### config.mk
export PLATFORM = sky130hd
export DESIGN_NAME = serial_frame_tx
export DESIGN_NICKNAME = d
export VERILOG_FILES = /design/src/rtl/serial_frame_pkg.sv /design/src/rtl/serial_piso_shreg.sv /design/src/rtl/serial_frame_tx.sv
export SDC_FILE = /design/constraint.sdc
export NUM_CORES = 1
export LEC_CHECK = 0
export ABC_AREA = 1
export CORE_MARGIN = 3
export CORE_UTILIZATION = 45
export CTS_BUF_LIST = sky130_fd_sc_hd__clkbuf_16
export DETAILED_ROUTE_END_ITERATION = 7
export PLACE_DENSITY = 0.68
export SLEW_MARGIN = 40
export SYNTH_ARGS = -nofsm -noshare
export SYNTH_HDL_FRONTEND = slang
export SYNTH_SLANG_ARGS = --single-unit
### constraint.sdc
create_clock -name clk -period 1.7 [get_ports clk]
set_clock_uncertainty 0.15 [all_clocks]
set_input_delay 0.425 -clock clk [delete_from_list [all_inputs] [get_ports clk]]
set_output_delay 0.425 -clock clk [all_outputs]
set_load 0.005 [all_outputs]
### src/rtl/serial_frame_pkg.sv
// Shared definitions for the serial frame transmitter and receiver pair.
package serial_frame_pkg;

  localparam int PORT_W_DEF = 2;
  localparam int CNT_W_DEF  = 4;
  localparam int DATA_W_DEF = 15;

  // Line levels, shared with the receiver so both ends agree on framing
  localparam logic START_BIT = 1'b0;
  localparam logic IDLE_BIT  = 1'b1;

  typedef enum logic [2:0] {
    IDLE,
    START,
    PORT,
    COUNT,
    DATA,
    GAP
  } tx_state_t;

  function automatic int max_int(input int a, input int b);
    return (a > b) ? a : b;
  endfunction

endpackage

### src/rtl/serial_piso_shreg.sv
// Loadable MSB-first parallel-in/serial-out shift register.
module serial_piso_shreg #(
  parameter int W = 8
) (
  input  logic         clk,
  input  logic         rst,
  input  logic         load,
  input  logic         shift,
  input  logic [W-1:0] din,
  output logic         msb
);

  logic [W-1:0] shreg;

  // Load has priority; otherwise shift toward the MSB, filling with zero
  always_ff @(posedge clk or posedge rst) begin
    if (rst) begin
      shreg <= '0;
    end else if (load) begin
      shreg <= din;
    end else if (shift) begin
      shreg <= {shreg[W-2:0], 1'b0};
    end
  end

  assign msb = shreg[W-1];

endmodule

### src/rtl/serial_frame_tx.sv
// Serial frame transmitter: start bit, port, count, then count payload bits,
// MSB first, followed by a minimum idle-high gap.
module serial_frame_tx
  import serial_frame_pkg::*;
#(
  parameter int PORT_W   = PORT_W_DEF,
  parameter int CNT_W    = CNT_W_DEF,
  parameter int DATA_W   = DATA_W_DEF,
  parameter int IDLE_GAP = 1
) (
  input  logic              clk,
  input  logic              rst,
  input  logic              start,
  input  logic [PORT_W-1:0] port,
  input  logic [CNT_W-1:0]  count,
  input  logic [DATA_W-1:0] data,
  output logic              ready,
  output logic              busy,
  output logic              serOut,
  output logic              done
);

  localparam int SHR_W    = PORT_W + CNT_W + DATA_W;
  localparam int DATA_MAX = (2 ** CNT_W) - 1;
  localparam int IDX_MAX  = max_int(max_int(PORT_W, CNT_W), max_int(DATA_MAX, IDLE_GAP));
  localparam int IDX_W    = (IDX_MAX > 1) ? $clog2(IDX_MAX) : 1;

  localparam logic [IDX_W-1:0] PORT_LAST = IDX_W'(PORT_W - 1);
  localparam logic [IDX_W-1:0] CNT_LAST  = IDX_W'(CNT_W - 1);
  localparam logic [IDX_W-1:0] GAP_LAST  = IDX_W'(IDLE_GAP - 1);

  tx_state_t         state;
  tx_state_t         state_n;
  logic [IDX_W-1:0]  idx;
  logic [IDX_W-1:0]  idx_n;
  logic [CNT_W-1:0]  cnt_q;
  logic              load;
  logic              shift;
  logic              piso_msb;
  logic              ser_n;
  logic              done_n;
  logic [DATA_W-1:0] data_aligned;
  logic [SHR_W-1:0]  shr_din;

  // Left-align the payload so data[count-1] follows the count field directly
  assign data_aligned = data << (DATA_W - int'(count));
  assign shr_din      = {port, count, data_aligned};

  serial_piso_shreg #(
    .W(SHR_W)
  ) u_piso (
    .clk  (clk),
    .rst  (rst),
    .load (load),
    .shift(shift),
    .din  (shr_din),
    .msb  (piso_msb)
  );

  // Next state, bit index reload/countdown and next line value
  always_comb begin
    state_n = state;
    idx_n   = idx;
    load    = 1'b0;
    shift   = 1'b0;
    ser_n   = IDLE_BIT;
    done_n  = 1'b0;

    case (state)
      IDLE: begin
        if (start) begin
          state_n = START;
          load    = 1'b1;
        end
      end
      START: state_n = PORT;
      PORT: begin
        if (idx == '0) state_n = COUNT;
      end
      COUNT: begin
        if (idx == '0) state_n = (cnt_q == '0) ? GAP : DATA;
      end
      DATA: begin
        if (idx == '0) state_n = GAP;
      end
      GAP: begin
        if (idx == '0) state_n = IDLE;
      end
      default: state_n = IDLE;
    endcase

    if (state_n != state) begin
      case (state_n)
        PORT:    idx_n = PORT_LAST;
        COUNT:   idx_n = CNT_LAST;
        DATA:    idx_n = IDX_W'(int'(cnt_q) - 1);
        GAP:     idx_n = GAP_LAST;
        default: idx_n = '0;
      endcase
    end else if (idx != '0) begin
      idx_n = idx - 1'b1;
    end

    case (state_n)
      START: ser_n = START_BIT;
      PORT, COUNT, DATA: begin
        ser_n = piso_msb;
        shift = 1'b1;
      end
      default: ser_n = IDLE_BIT;
    endcase

    done_n = (state_n == GAP) && (state != GAP);
  end

  // State and bit index registers
  always_ff @(posedge clk or posedge rst) begin
    if (rst) begin
      state <= IDLE;
      idx   <= '0;
    end else begin
      state <= state_n;
      idx   <= idx_n;
    end
  end

  // Shadow copy of the payload length, captured on accept
  always_ff @(posedge clk or posedge rst) begin
    if (rst) begin
      cnt_q <= '0;
    end else if (load) begin
      cnt_q <= count;
    end
  end

  // Registered outputs, derived from the state being entered
  always_ff @(posedge clk or posedge rst) begin
    if (rst) begin
      serOut <= IDLE_BIT;
      ready  <= 1'b1;
      busy   <= 1'b0;
      done   <= 1'b0;
    end else begin
      serOut <= ser_n;
      ready  <= (state_n == IDLE);
      busy   <= (state_n != IDLE);
      done   <= done_n;
    end
  end

endmodule

==> results.md <==
- Required time of the critical path: 1.72 ns
- Diodes inserted: 0
- Worst path max stage delay: 0.39 ns
- RSZ-0062 raised after global routing: yes
- Fin nets: 494
- CP cell instances: inv_2 -> ha_4 -> nand2_4 -> nor2_4 -> buf_6 -> nand2_4 -> nand2_4 -> nor2_4 -> nand3_4 -> nand3_4 -> buf_12 -> nand2_1 -> o21ai_1
- Synthesized area per cell: 6.53 um2
- Cts hold-fix bufs: 0
- Design area: 3780 um2
- Highest clock rate: 0.508 GHz
- Sequential element share of the synthesized area: 0.358
- Row cnt: 26
- Via Count: 2768
- Inst Count DP: 510
- PD cells: 1790 nW/um2
- Synth unique cells: 30
- H-tree depth: 2
- Post-DP HPWL: 5.03 mm
- Syn Inst Count: 386
- Min-delay worst type: in -> async
- Failing checks: setup timing
- Largest net degree at the start of global routing: 29
- CTS Buffer Depth: 2
- Routed Wire Length: 7.60 mm
- CTS root buf: clkbuf_16
- Synthesized cell area: 2520 um2
- Status: finished with violations
- Tcrit/Tclk final: 1.16
- Initial antenna violation count: 0
- Worst-path clk slew: 0.05 ns
- Pwr Total: 6.75 mW
- Total GRT Usage: 0.233
- Worst Tran Pin Value: 0.369 ns
- Asr flop ratio synth: 1.00
- Initial Utilization: 0.479
- CTS tree: built
- Setup crit end kind: flip-flop
- Drt wl/cell: 14.1 um
- DR pass1 iterations: 4
- Vias per inst: 5.14
- Area leader, netlist: dfrtp_1
- Post-DP Area: 3210 um2
- Top cells by area, synth: dfrtp_1 (34%), nand2_1 (24%), nand3_1 (11%)
- Post-DRT Antenna Nets: 0
- Final hold vios: 0
- Fill cells: 442
- Final setup vio count: 29
- Fin cells: 538
- Arr. time, crit path: 1.98 ns
- Core Box Area: 5270 um2
- Full die area: 6540 um2
- Register bit total from synthesis: 36
- Io pins: 28
- Synth top area share: 0.337
- CP dominant cell by count: nand2_4
- Layout cells sized above 1: 0.280
- Vias in the first global route: 2673
- Final hold slack: 0.289 ns
- WP buf/inv: 3
- Die W: 80.9 um
- Crit Path Category: reg -> reg
- Worst-Skew Late Latency: 0.28 ns
- Critical path startpoint category: flip-flop
- Static leakage: 1.93 nW
- Die Ht: 80.9 um
- Final Slew Violations: 0
- DRC violations left: 0
- EDFF count, synth: 0
- CP max-delay cell: dfrtp_1
- First-pass GRT wire length: 11.9 mm
- RePlAce Congestion: 0.883
- Final min period: 1.97 ns
- Place WS: -0.471 ns
- CP Max Fanout: 20
- Yosys warning total: 0
- Layout area overhead: 49.9%
- Clock sinks: 36
- Max rail drop VDD: 1030 uV
- Total grt overflow: 0
- Count of input and output buffers: 27
- Max Cap Viol: 0
- TritonCTS buffer count: 5
- Synth Flop Type: dfrtp_1
- PnR worst setup slack: -0.268 ns
- Synth Net Count: 413
- DRT iter0 DRCs: 112
- Max-slew headroom: 0.754
- Crit path max-delay family: simple AND/OR/NAND/NOR gates
[final cells by class]
type                       instances  area (um2)  area share
clock buffer                       5         125      0.0331
inverter                          39         174      0.0460
timing repair inverter             2        13.8     0.00364
clock inverter                     3        42.5      0.0113
sequential                        36         903       0.239
timing repair buffer              86         830       0.219
multi-input combinational        297        1610       0.425
tap                               70        87.6      0.0232
[worst paths after layout]
kind                       slack [ns]         endpoint  cells after the start             from
hold / removal                   0.29             done                      3              rst
min in group clk                 0.32  u_piso.shreg[6]                      2  u_piso.shreg[6]
setup reg to reg                -0.27  u_piso.shreg[5]                     13           idx[1]
max in group asynchronous        0.73         cnt_q[0]                      3              rst
hold reg to reg                  0.32  u_piso.shreg[6]                      2  u_piso.shreg[6]
setup / recovery                -0.27  u_piso.shreg[5]                     13           idx[1]
[synthesized netlist by cell type (all sizes together) (3+ instances only)]
master  count
nand2     166
nand3      61
xor2        4
nand4       7
clkbuf      5
inv        39
nor3        3
a21oi       4
ha          3
o21ai      18
dfrtp      34
buf         9
nor2       23
[worst min-delay path: stages]
cell	delay (ns)
clkdlybuf4s50_1	0.40
inv_1	0.07
buf_4	0.16
[repair_timing]
item	CTS	global route
pin swaps	16	17
cloned	0	2
gates resized for setup	30	35
buffers inserted	10	9
endpoints found under the hold margin	0	0
endpoints found under the setup margin	33	32
[flip-flops by register name (all words and copies together), names as in the netlist]
register	count
u_piso.shreg	21
cnt_q	4
idx	4
state	3
busy	1
done	1
ready	1
serOut	1
[where the power goes]
group	total (mW)	internal [mW]	leakage (nW)	switching, mW
Combinational	4.35	1.94	1.39	2.41
Clock	1.03	0.688	0.0798	0.344
Sequential	1.37	1.20	0.460	0.166
Total	6.75	3.83	1.93	2.93
[through the flow]
step | utilization | TNS [ns]
6_report | 0.717 | -6.74
5_1_grt | 0.717 | -9.58
4_1_cts | 0.677 | -4.08
3_5_place_dp | 0.609 | -12.18
3_3_place_gp | 0.609 | -10.99
2_1_floorplan | - | -0.594
[cell usage in the layout (no fill, tap or decap), types with 4 or more instances in the layout]
cell type / count
nand2_4: 8
nand2_2: 16
o21ai_0: 10
clkbuf_16: 5
xor2_1: 4
nand3_2: 4
nand2_1: 142
o21ai_1: 8
buf_4: 45
inv_1: 28
buf_6: 7
inv_2: 6
clkdlybuf4s50_1: 23
nor2_4: 8
buf_12: 7
nand3_4: 6
clkinvlp_4: 4
dfrtp_1: 34
nand3_1: 51
nand4_1: 7
nor2_1: 13
[cell families after synthesis]
group,after synthesis,synth area share
flops,36,0.358
compound gates,29,0.0650
buf+inv,53,0.0923
xor+xnor,4,0.0139
simple gates,261,0.456
fa+ha+maj,3,0.0149
[layer usage]
metal,part of all wire,vias to the layer above,track usage
met1,0.40,1289,0.252
met3,0.029,20,0.0399
met2,0.54,64,0.443
li1,-,1395,-
met4,0.035,0,0.0997
met5,0,-,0
No activity file was read; power rests on OpenSTA's default activity.
